### config.mk
export PLATFORM = sky130hd
export DESIGN_NAME = instr_fetch_unit_flat
export DESIGN_NICKNAME = d
export VERILOG_FILES = /design/src/rtl/instr_fetch_unit_if.sv /design/src/rtl/instr_fetch_unit.sv /design/src/flat_wrapper.sv
export SDC_FILE = /design/constraint.sdc
export NUM_CORES = 1
export LEC_CHECK = 0
export ABC_CLOCK_PERIOD_IN_PS = 2990
export CORE_ASPECT_RATIO = 1.1
export CORE_UTILIZATION = 40
export CTS_CLUSTER_DIAMETER = 60
export DETAILED_ROUTE_END_ITERATION = 12
export SLEW_MARGIN = 30
export SYNTH_ARGS = -nofsm -noshare
export SYNTH_HDL_FRONTEND = slang
export SYNTH_SLANG_ARGS = --single-unit
### constraint.sdc
create_clock -name clk -period 2.99 [get_ports clk]
set_input_delay 0.299 -clock clk [delete_from_list [all_inputs] [get_ports clk]]
set_output_delay 0.299 -clock clk [all_outputs]
set_load 0.02 [all_outputs]
### src/rtl/instr_fetch_unit_if.sv
// instr_fetch_unit_if: instruction memory bus plus the fetch/decode pipeline signals.
interface instr_fetch_unit_if;
    logic [31:0] imem_addr;
    logic        imem_read;
    logic [31:0] imem_readdata;
    logic        imem_busywait;
    logic        branch_taken;
    logic [31:0] branch_target;
    logic        stall;
    logic [31:0] instruction;
    logic [31:0] pc_out;
    logic        if_valid;
    modport master (
        output imem_addr, imem_read, instruction, pc_out, if_valid,
        input  imem_readdata, imem_busywait, branch_taken, branch_target, stall
    );
    modport slave (
        input  imem_addr, imem_read, instruction, pc_out, if_valid,
        output imem_readdata, imem_busywait, branch_taken, branch_target, stall
    );
endinterface

### src/rtl/instr_fetch_unit.sv
// instr_fetch_unit: PC sequencing and IF/ID register with busy-wait, stall buffering and redirect.
module instr_fetch_unit #(
    parameter logic [31:0] RESET_VECTOR = 32'h0000_0000,
    parameter logic [31:0] NOP_WORD     = 32'h0000_0013
) (
    input logic clk,
    input logic rst_n,
    instr_fetch_unit_if.master bus
);
    typedef enum logic [1:0] {FETCH, HOLD, DISCARD} state_t;
    state_t      state;
    logic [31:0] pc, old_addr, hold_word, hold_pc, instruction, pc_out;
    logic        if_valid, busy;
    assign busy            = bus.imem_busywait;
    assign bus.imem_read   = rst_n && state != HOLD;
    assign bus.imem_addr   = state == DISCARD ? old_addr : pc;
    assign bus.instruction = instruction;
    assign bus.pc_out      = pc_out;
    assign bus.if_valid    = if_valid;
    always_ff @(posedge clk or negedge rst_n) begin
        if (!rst_n) begin
            state       <= FETCH;
            pc          <= RESET_VECTOR;
            old_addr    <= RESET_VECTOR;
            hold_word   <= NOP_WORD;
            hold_pc     <= RESET_VECTOR;
            instruction <= NOP_WORD;
            pc_out      <= RESET_VECTOR;
            if_valid    <= 1'b0;
        end else if (bus.branch_taken) begin
            pc          <= {bus.branch_target[31:2], 2'b00};
            instruction <= NOP_WORD;
            if_valid    <= 1'b0;
            hold_word   <= NOP_WORD;
            // An outstanding busy read must finish on its own address before the target is issued
            if (state == FETCH && busy) begin
                state    <= DISCARD;
                old_addr <= pc;
            end else if (!(state == DISCARD && busy)) begin
                state <= FETCH;
            end
        end else begin
            case (state)
                FETCH: begin
                    if (bus.stall) begin
                        if (!busy) begin
                            hold_word <= bus.imem_readdata;
                            hold_pc   <= pc;
                            pc        <= pc + 32'd4;
                            state     <= HOLD;
                        end
                    end else if (!busy) begin
                        instruction <= bus.imem_readdata;
                        pc_out      <= pc;
                        if_valid    <= 1'b1;
                        pc          <= pc + 32'd4;
                    end else begin
                        instruction <= NOP_WORD;
                        if_valid    <= 1'b0;
                    end
                end
                HOLD: begin
                    if (!bus.stall) begin
                        instruction <= hold_word;
                        pc_out      <= hold_pc;
                        if_valid    <= 1'b1;
                        state       <= FETCH;
                    end
                end
                DISCARD: state <= busy ? DISCARD : FETCH;
                default: state <= FETCH;
            endcase
        end
    end
endmodule

### src/flat_wrapper.sv
// flat-port wrapper written by rule: the top's interface ports become plain ports
module instr_fetch_unit_flat 
#(
    parameter logic [31:0] RESET_VECTOR = 32'h0000_0000,
    parameter logic [31:0] NOP_WORD     = 32'h0000_0013
)
  (clk, rst_n, bus_imem_addr, bus_imem_read, bus_instruction, bus_pc_out, bus_if_valid, bus_imem_readdata, bus_imem_busywait, bus_branch_taken, bus_branch_target, bus_stall);
  instr_fetch_unit_if bus_i ();
  input logic clk;
  input logic rst_n;
  output wire logic [$bits(bus_i.imem_addr)-1:0] bus_imem_addr;
  output wire logic [$bits(bus_i.imem_read)-1:0] bus_imem_read;
  output wire logic [$bits(bus_i.instruction)-1:0] bus_instruction;
  output wire logic [$bits(bus_i.pc_out)-1:0] bus_pc_out;
  output wire logic [$bits(bus_i.if_valid)-1:0] bus_if_valid;
  input wire logic [$bits(bus_i.imem_readdata)-1:0] bus_imem_readdata;
  input wire logic [$bits(bus_i.imem_busywait)-1:0] bus_imem_busywait;
  input wire logic [$bits(bus_i.branch_taken)-1:0] bus_branch_taken;
  input wire logic [$bits(bus_i.branch_target)-1:0] bus_branch_target;
  input wire logic [$bits(bus_i.stall)-1:0] bus_stall;
  assign bus_imem_addr = bus_i.imem_addr;
  assign bus_imem_read = bus_i.imem_read;
  assign bus_instruction = bus_i.instruction;
  assign bus_pc_out = bus_i.pc_out;
  assign bus_if_valid = bus_i.if_valid;
  assign bus_i.imem_readdata = bus_imem_readdata;
  assign bus_i.imem_busywait = bus_imem_busywait;
  assign bus_i.branch_taken = bus_branch_taken;
  assign bus_i.branch_target = bus_branch_target;
  assign bus_i.stall = bus_stall;
  instr_fetch_unit #(.RESET_VECTOR(RESET_VECTOR), .NOP_WORD(NOP_WORD)) u_core (.clk(clk), .rst_n(rst_n), .bus(bus_i));
endmodule
==> impl_metrics.ini <==
[logic_synthesis]
netlist_top_cells_count = 181 x dfrtp_1, 99 x nand2_1, 89 x mux2_2
synth_area_um2 = 8636
yosys_warnings = 0
synth.top_cells.by_area = dfrtp_1 52%, mux2_2 12%, mux2i_1 4.9%
netlist.top_cell.by_area = dfrtp_1
ys_types = 48
avgSynthCellArea_um2 = 11.03
synth_edf_count = 0
syn_inst = 783
ys_seq_elements = 187
ys_seq_area_share_pct = 54.27
async_flop_share_pct = 100.0
yosys_most_used_dff = dfrtp_1
synth.most_common_cell = dfrtp_1
synth_top_area_share_pct = 52.45

[routing]
drc = 0
wl_met3_um = 1117
wl_per_cell_um = 17.66
maxUsedRoutingLayer = met4
ant_nets = 0
vias = 6455
route.met2.wl_um = 9924
viasPerCell = 5.291
first_pass_iters = 5
routed_wl_um = 21540
drt_iter0_drc = 358
met1_length_um = 10260

[sta]
timing.fmax_mhz = 370.7
tightestPinTransition_ns = 0.7997
fin_skew_ns = 0.01198
min_period_ns = 2.697
slew_viol_final = 0
fin_tns_setup_ns = 0
period_share_pct = 90.22
hold_viol = 0
fin_ws_ns = 0.2926
setup_violations = 0
relSlewSlack_pct = 46.69
rsz0062_at_grt = no

[cells_and_area]
drive_gt1_share_pct = 17.20
fin_util_pct = 52.81
antenna_cells = 0
final_cells = 1220
synthToLayoutAreaGrowth_pct = 29.82
fin_nets = 987

[critical_path]
critPathArrivalTime_ns = 2.40
cp_max_fo = 20
crit_path_end_kind = output port
required_ns = 2.69
cp-start-kind = register
regToRegEndpoint = u_core.pc[23]
rr_startpoint = u_core.state[0]
crit_type = register to output port
reg2reg_depth = 4
r2r_slack_ns = 0.50

[floorplan]
start_util_pct = 40.68
die_w_um = 142.1
num_io_pins = 167
die-area_um2 = 22180
die_y_um = 156.1
core_um2 = 21230
num_rows = 56

[clocking]
cts_made_buffers = 17
numClockSinks = 187
root_buffer = clkbuf_16
worst_skew_pair.late_latency_ns = 0.43
clock_tree.buffer_depth = 2
htreeDepth = 4
cts_tree = done
postCtsSetupBuffers = 0
clk_pin_slew_worst_paths_ns = 0.07

[power_and_ir_drop]
ir_drop_v = 0.0004142
power.density_nw_per_um2 = 634.2
power.total_mw = 7.110
power_leakage_nw = 4.600

[place]
io_buffers = 160
dp_cells = 1187
place.gp.congestion = 0.7557
dp_slack_ns = 0.2102
place.detailed.hpwl_um = 13880

[global_routing]
grt_pass1_vias = 6300
grt_max_degree = 82
gr-usage-all-layers_pct = 20.24
antenna_found_initial = 0
grt_overflow_total = 0
grt_first_pass_wirelength_um = 34510

[flow_run]
max_cap_viol_count = 0

[status]
outcome = finished clean

[min_path]
hp-class = input pin to async pin
[logic make-up after synthesis]
family / synth area share [%]
xor gates and xnor gates: 1.116
muxes: 16.47
other: 0.04342
and+or+nand+nor: 12.62
DFF: 54.27
adders and majority gates: 0.1449
buffers and inverters: 3.694
AOI/OAI and AO/OA: 11.63
[repair_timing]
action	in CTS	in global routing
gates resized for setup	0	0
hold buffers	1	0
hold endpoints to repair	41	0
[through the flow]
stage | area (um2) | hold slack, ns
finish | 11210 | 0.3634
global route | 11210 | 0.3921
CTS | 11210 | 0.3749
detailed placement | 10570 | 0.2750
global placement | 10570 | 0.2767
floorplan | 8647 | 0.003409
[worst max-delay path by stage]
stage / to / slack (ns) / startpoint / depth (start not counted)
detailed placement: u_core.pc[23] / 0.21 / bus_imem_busywait / 5
floorplan: u_core.pc[31] / 0.71 / u_core.state[0] / 5
finish: bus_imem_addr[3] / 0.29 / u_core.state[1] / 5
global placement: u_core.pc[23] / 0.22 / bus_imem_busywait / 5
CTS: bus_imem_addr[2] / 0.27 / u_core.state[1] / 5
global route: bus_imem_addr[3] / 0.18 / u_core.state[1] / 5
[area by class of cell]
class | count | area [um2]
clock buffers | 21 | 450.4
clock inverters | 11 | 181.4
fillers | 1931 | 10020
inverters | 5 | 18.77
multi-input cells | 521 | 3670
flip-flops and latches | 187 | 4687
well taps | 290 | 362.8
repair buffers | 185 | 1841
[registers in the layout (all words and copies together), names as in the netlist]
signal	cells
u_core.state	2
u_core.hold_pc	30
u_core.bus.pc_out	30
u_core.bus.if_valid	1
u_core.old_addr	30
u_core.bus.instruction	32
u_core.hold_word	32
u_core.pc	30
[critical path, cell delays in order (launching register included)]
cell             delay [ns]
dfrtp_1                0.40
buf_4                  0.19
nand2b_1               0.12
buf_4                  0.32
mux2_2                 0.38
clkdlybuf4s50_1        0.56
[power breakdown]
part | internal [mW] | switching [mW]
sequential | 2.91 | 0.251
clock | 1.44 | 1.01
combinational | 0.777 | 0.719
[cell usage in the layout (no fill, tap or decap), types with 12 or more instances in the layout]
cell type,instances
o21ai_0,77
nor3b_1,15
dfrtp_1,181
a21oi_1,21
clkdlybuf4s50_1,158
nand2_1,99
mux2_2,89
mux2i_1,42
buf_4,20
nor2_1,20
a22o_1,29
or4_1,12
nand3_1,17
clkbuf_16,17
[per-layer routing]
metal / up-vias / GRT usage [%]
li1: 3071 / -
met5: - / 0
met1: 3207 / 28.06
met2: 156 / 31.89
met3: 21 / 4.082
met4: 0 / 5.940
Note: power is estimated with default switching activity, not from simulation.
==> RTL edit 1 (same flow settings) <==
Encoding of `state_t`: now one-hot (3 bits for 3 states).
--- a/src/rtl/instr_fetch_unit.sv
+++ b/src/rtl/instr_fetch_unit.sv
@@ -7,7 +7,7 @@
     input logic rst_n,
     instr_fetch_unit_if.master bus
 );
-    typedef enum logic [1:0] {FETCH, HOLD, DISCARD} state_t;
+    typedef enum logic [2:0] {FETCH = 3'b001, HOLD = 3'b010, DISCARD = 3'b100} state_t;
     state_t      state;
     logic [31:0] pc, old_addr, hold_word, hold_pc, instruction, pc_out;
     logic        if_valid, busy;
Formal check against the unedited RTL: no difference found for any inputs over 4 cycles, from zero or initial values and one cycle with rst_n low; so few cycles prove little.
==> RTL edit 1 against the unedited design <==
  * Area after synthesis rose by 1.0%
  * Wire length rose by 4.0%
  * Final area rose by 0.35%
  * Hold slack got worse by 0.0017 ns
  * Total power rose by 3.2%
  * Worst setup slack got worse by 0.059 ns
  * Sequential cell count rose by 1
  * Utilization fell by 0.16 points
  * Register-to-register slack got worse by 0.27 ns
  * Die area rose by 0.99%
  * Count of clock-buffer cells in the layout fell by 1
  * Cell count rose by 6.8%
  * Critical endpoint is now u_core.pc[27]$_DFFE_PN0P_
  * Largest power group unchanged
==> RTL edit 1: results (changes against the unedited design) <==
* Number of fill cells in the layout at 1976 (+2.3%)
* CTS Root Buffer Type: clkbuf_16
* Cts hold-fix bufs at 1 (unchanged)
* Static leakage at 4.62 nW (+0.48%)
* Clock skew at 0.0203 ns (+0.00834 ns)
* Num CTS Buffers at 17 (unchanged)
* Max Fanout on Critical Path at 18 (-10%)
* Initial antenna violation count at 0 (unchanged)
* Peak VDD IR at 397 uV (-4.2%)
* Setup repair bufs after CTS at 0 (unchanged)
* HPWL Detailed at 14.4 mm (+3.7%)
* Worst r2r src: u_core.state[0]$_DFFE_PN1P_
* Met3 Use GR at 0.0487 (+0.00783)
* CP arrival at 3.10 ns (+0.70 ns)
* Vias in the first global route at 6753 (+7.2%)
* Met2 Use GR at 0.341 (+0.0217)
* Leading registers by flop count: u_core.bus.instruction x32, u_core.hold_word x32
* Drt pass-1 iters at 4 (-1)
* GRT met1 Usage at 0.284 (+0.00357)
* Worst skew pair latency at 0.43 ns (about the same)
* Routability cong. at 0.743 (-1.7%)
* Placed inst area at 10700 um^2 (+0.93%)
* Total track usage at 0.210 (+0.00801)
* H-Tree Depth at 4 (unchanged)
* Sequential-to-total area share from yosys stat at 0.540 (-0.00236)
* Netlist cell types at 46 (-4.2%)
* Final #Nets at 1070 (+8.4%)
* Slew HR at 0.416 (-0.0509)
* Longest Clk Path Bufs at 2 (unchanged)
* Top post-synthesis cells by area: dfrtp_1 (52%), nand2_1 (7.7%), mux2_2 (6.5%)
* Dominant cell type by area after synthesis: dfrtp_1
* Warnings from Yosys at 0 (unchanged)
* Wire per inst at 17.2 um (-2.6%)
* Type of element launching the critical path: flop
* Cells resized by post-CTS repair at 0 (unchanged)
* Clock slew at reported path FFs at 0.07 ns (about the same)
* Largest net degree at the start of global routing at 76 (-7.3%)
* Synth cell count leaders: dfrtp_1 (181), nand2_1 (178), o21ai_0 (88)
* Status: complete, no violations
* Number of vias per cell at 5.26 (-0.61%)
* Starting DRT DRC Count at 293 (-18%)
* First-pass GRT wire length at 36.4 mm (+5.4%)
* Post-synth EDFFs at 0 (unchanged)
* Hold Crit Class: in2async
* FFs w/ async S/R, synth at 1.00 (unchanged)
* Layout cell share with drive strength beyond 1 at 0.122 (-0.0505)
-- RTL edit 1: cell count changes in the layout (fill, tap and decap cells not counted), sizes merged, moves of 10 or more --
cell | before | now
o21ai | 77 | 88
mux2i | 42 | 31
o31ai | 3 | 13
mux2 | 89 | 50
a21oi | 22 | 40
nor3b | 15 | 33
nand2 | 99 | 178
-- RTL edit 1: cell type report --
class                   instances  area share
well taps                     290      0.0323
inverters                       6     0.00200
diodes                          1    0.000222
flip-flops and latches        188       0.419
multi-input cells             602       0.330
repair buffers                185       0.167
clock inverters                11     0.00968
clock buffers                  20      0.0406
-- RTL edit 1: power by group --
group / switching (W) / internal [W] / leakage [nW]
combinational: 0.000897 / 0.000862 / 2.00
clock: 0.00102 / 0.00120 / 0.266
sequential: 0.000312 / 0.00305 / 2.35
-- RTL edit 1: cells by family (layout without fill, tap and decap cells) --
kind of cell               Yosys count  after routing  synth area share
AOI/OAI and AO/OA                  199            199             0.138
xor gates and xnor gates             9              9           0.00904
adders and majority gates            1              1           0.00143
buffers and inverters               81            222            0.0387
DFF                                188            188             0.540
muxes                               81             81             0.100
other                                1              5          0.000430
and+or+nand+nor                    308            308             0.172
-- RTL edit 1: path summary, 6_finish.rpt --
path | end | slack [ns] | depth (start not counted)
worst min register to register | u_core.hold_pc[6]$_DFFE_PN0P_ | 0.48 | 2
min in group clk | u_core.pc[12]$_DFFE_PN0P_ | 0.43 | 3
worst min-delay path | u_core.bus.instruction[19]$_DFFE_PN0P_ | 0.36 | 2
max in group asynchronous | u_core.bus.instruction[12]$_DFFE_PN0P_ | 1.56 | 3
worst max-delay path | u_core.pc[27]$_DFFE_PN0P_ | 0.23 | 5
worst max register to register | u_core.pc[27]$_DFFE_PN0P_ | 0.23 | 5
-- RTL edit 1: worst max-delay path: stages (launching register included) --
cell and delay (ns):
dfstp_2 0.64, or4b_1 0.59, or4_1 0.59, buf_4 0.22
or4_1 0.47, a31oi_1 0.16
-- RTL edit 1: routing by layer --
metal,vias up,share of wire
li1,3313,-
met1,3356,0.46
met2,170,0.47
met3,13,0.061
met4,0,0.0091
met5,-,0
-- RTL edit 1: per-stage QoR --
step | utilization | std cells | setup slack (ns) | power [W]
final | 0.526 | 1303 | 0.234 | 0.00734
after global routing | 0.526 | 1302 | 0.109 | 0.00774
after CTS | 0.526 | 1302 | 0.239 | 0.00742
after detailed placement | 0.499 | 1270 | 0.142 | 0.00519
after global placement | 0.498 | 1269 | 0.0797 | 0.00515
after floorplan | - | 871 | 0.442 | 0.00433
==> RTL edit 2 (same flow settings) <==
Made on the original files. `NOP_WORD` is set to 32'h0000_0013 in 2 places; all go to 32'h00000009.
--- a/src/rtl/instr_fetch_unit.sv
+++ b/src/rtl/instr_fetch_unit.sv
@@ -1,7 +1,7 @@
 // instr_fetch_unit: PC sequencing and IF/ID register with busy-wait, stall buffering and redirect.
 module instr_fetch_unit #(
     parameter logic [31:0] RESET_VECTOR = 32'h0000_0000,
-    parameter logic [31:0] NOP_WORD     = 32'h0000_0013
+    parameter logic [31:0] NOP_WORD     = 32'h00000009
 ) (
     input logic clk,
     input logic rst_n,
--- a/src/flat_wrapper.sv
+++ b/src/flat_wrapper.sv
@@ -2,7 +2,7 @@
 module instr_fetch_unit_flat 
 #(
     parameter logic [31:0] RESET_VECTOR = 32'h0000_0000,
-    parameter logic [31:0] NOP_WORD     = 32'h0000_0013
+    parameter logic [31:0] NOP_WORD     = 32'h00000009
 )
   (clk, rst_n, bus_imem_addr, bus_imem_read, bus_instruction, bus_pc_out, bus_if_valid, bus_imem_readdata, bus_imem_busywait, bus_branch_taken, bus_branch_target, bus_stall);
   instr_fetch_unit_if bus_i ();
Formal check against the unedited RTL: not equivalent (Yosys sat finds a counterexample within 4 cycles, from zero or initial values and one cycle with rst_n low).
==> RTL edit 2 against the unedited design <==
  * Largest power group unchanged
  * Wire length increased by 0.44%
  * Sequential cell count unchanged
  * Count of clock-buffer cells in the layout unchanged
  * Clock skew fell by 0.0051 ns
  * Largest cell class unchanged
  * Total power is 1.8% lower
  * Critical endpoint is now bus_imem_addr[31]
  * Critical path type unchanged
  * Area after synthesis fell by 0.65%
  * Die area shrank 0.64%
  * Worst setup slack lost 0.014 ns
  * Final area decreased by 1.7%
==> RTL edit 2: results (changes against the unedited design) <==
* Ant. Diodes at 0 (unchanged)
* Met3 Use GR at 0.0411 (+0.000307)
* Layout cell share with drive strength beyond 1 at 0.171 (-0.00115)
* Number of vias per cell at 5.33 (+0.73%)
* Synth cell count leaders: dfrtp_1 (183), mux2_2 (90), nand2_1 (86)
* Max Fanout on Critical Path at 30 (+50%)
* Netlist cell types at 49 (+2.1%)
* Top post-synthesis cells by area: dfrtp_1 (53%), mux2_2 (12%), mux2i_1 (6.3%)
* DP Cell Count at 1160 (-2.3%)
* Worst r2r src: u_core.state[1]$_DFFE_PN0P_
* First-pass GRT wire length at 34.8 mm (+0.70%)
* Total track usage at 0.203 (+0.00114)
* Cts hold-fix bufs at 1 (unchanged)
* Starting DRT DRC Count at 352 (-1.7%)
* Flop+latch power at 0.00321 W (+1%)
* Reg2reg setup slack at 0.61 ns (+0.11 ns)
* Wire per inst at 18.2 um (+2.8%)
* Worst skew pair latency at 0.43 ns (about the same)
* Worst r2r dst: u_core.pc[19]$_DFFE_PN0P_
* Placed inst area at 10400 um^2 (-1.3%)
* Routability cong. at 0.788 (+4.2%)
* Final #Nets at 965 (-2.2%)
* Slew @ Worst Pin at 0.944 ns (+0.144 ns)
* Longest Clk Path Bufs at 2 (unchanged)
* Tcrit/Tclk final at 0.907 (+0.00464)
* Routed met3 length at 1.09 mm (-2.3%)
* CTS Root Buffer Type: clkbuf_16
* Pre-CTS WS at 0.385 ns (+0.174 ns)
* Static leakage at 4.45 nW (-3.3%)
* Drt pass-1 iters at 4 (-1)
* Average cell area after synthesis at 11.3 um^2 (+2.2%)
* Initial antenna violation count at 0 (unchanged)
* Status: complete, no violations
* FFs w/ async S/R, synth at 1.00 (unchanged)
* Largest net degree at the start of global routing at 140 (+71%)
* Setup repair bufs after CTS at 0 (unchanged)
* Hold Crit Class: in2reg
* Gate power share at 0.217 (+0.007)
* HPWL Detailed at 14.2 mm (+2.0%)
* Clock skew at 0.00692 ns (-0.00506 ns)
* WL met1 at 10.0 mm (-2.5%)
* Number of fill cells in the layout at 1827 (-5.4%)
* Clock slew at reported path FFs at approximately 0.060 ns
* Sequential-to-total area share from yosys stat at 0.546 (+0.00327)
* GRT met1 Usage at 0.277 (-0.00331)
* Worst hold slack at 0.331 ns (-0.0323 ns)
* Routed wire length at 21.6 mm (+0.44%)
* Type of element launching the critical path: flop
* Met2 Use GR at 0.334 (+0.0147)
* Peak VDD IR at 407 uV (-1.9%)
* Switching share of power at 0.286 (+0.00735)
* Met2 routed WL at 10.4 mm (+4.5%)
* Vias in the first global route at 6447 (+2.3%)
* Hold path start: bus_branch_taken
* P_comb at between 0.0015 and 0.002 W
* Crit path capture: bus_imem_addr[31]
-- RTL edit 2: kinds of logic after synthesis --
| family | count (synthesis) | synth area share |
|---|---|---|
| AO/OA/AOI/OAI | 150 | 0.111 |
| XOR/XNOR | 11 | 0.0112 |
| adder cells (fa/ha/maj) | 1 | 0.00146 |
| buffers and inverters | 73 | 0.0363 |
| flip-flops | 187 | 0.546 |
| multiplexers | 144 | 0.181 |
| other | 1 | 0.000437 |
| AND/OR/NAND/NOR | 194 | 0.112 |
-- RTL edit 2: cell type report --
class | instances | area [um^2] | share of cell area
multi-input combinational | 504 | 3620 | 0.328
clock inverter | 10 | 118 | 0.0107
inverter | 5 | 18.8 | 0.00170
timing repair buffer | 180 | 1770 | 0.160
clock buffer | 21 | 460 | 0.0418
sequential | 187 | 4680 | 0.425
tap | 285 | 357 | 0.0324
-- RTL edit 2: worst max-delay path, stage by stage, from the launching register on --
cell,delay [ns]
dfrtp_1,0.48
nand2b_1,0.12
buf_4,0.40
mux2_2,0.42
clkdlybuf4s50_1,0.55
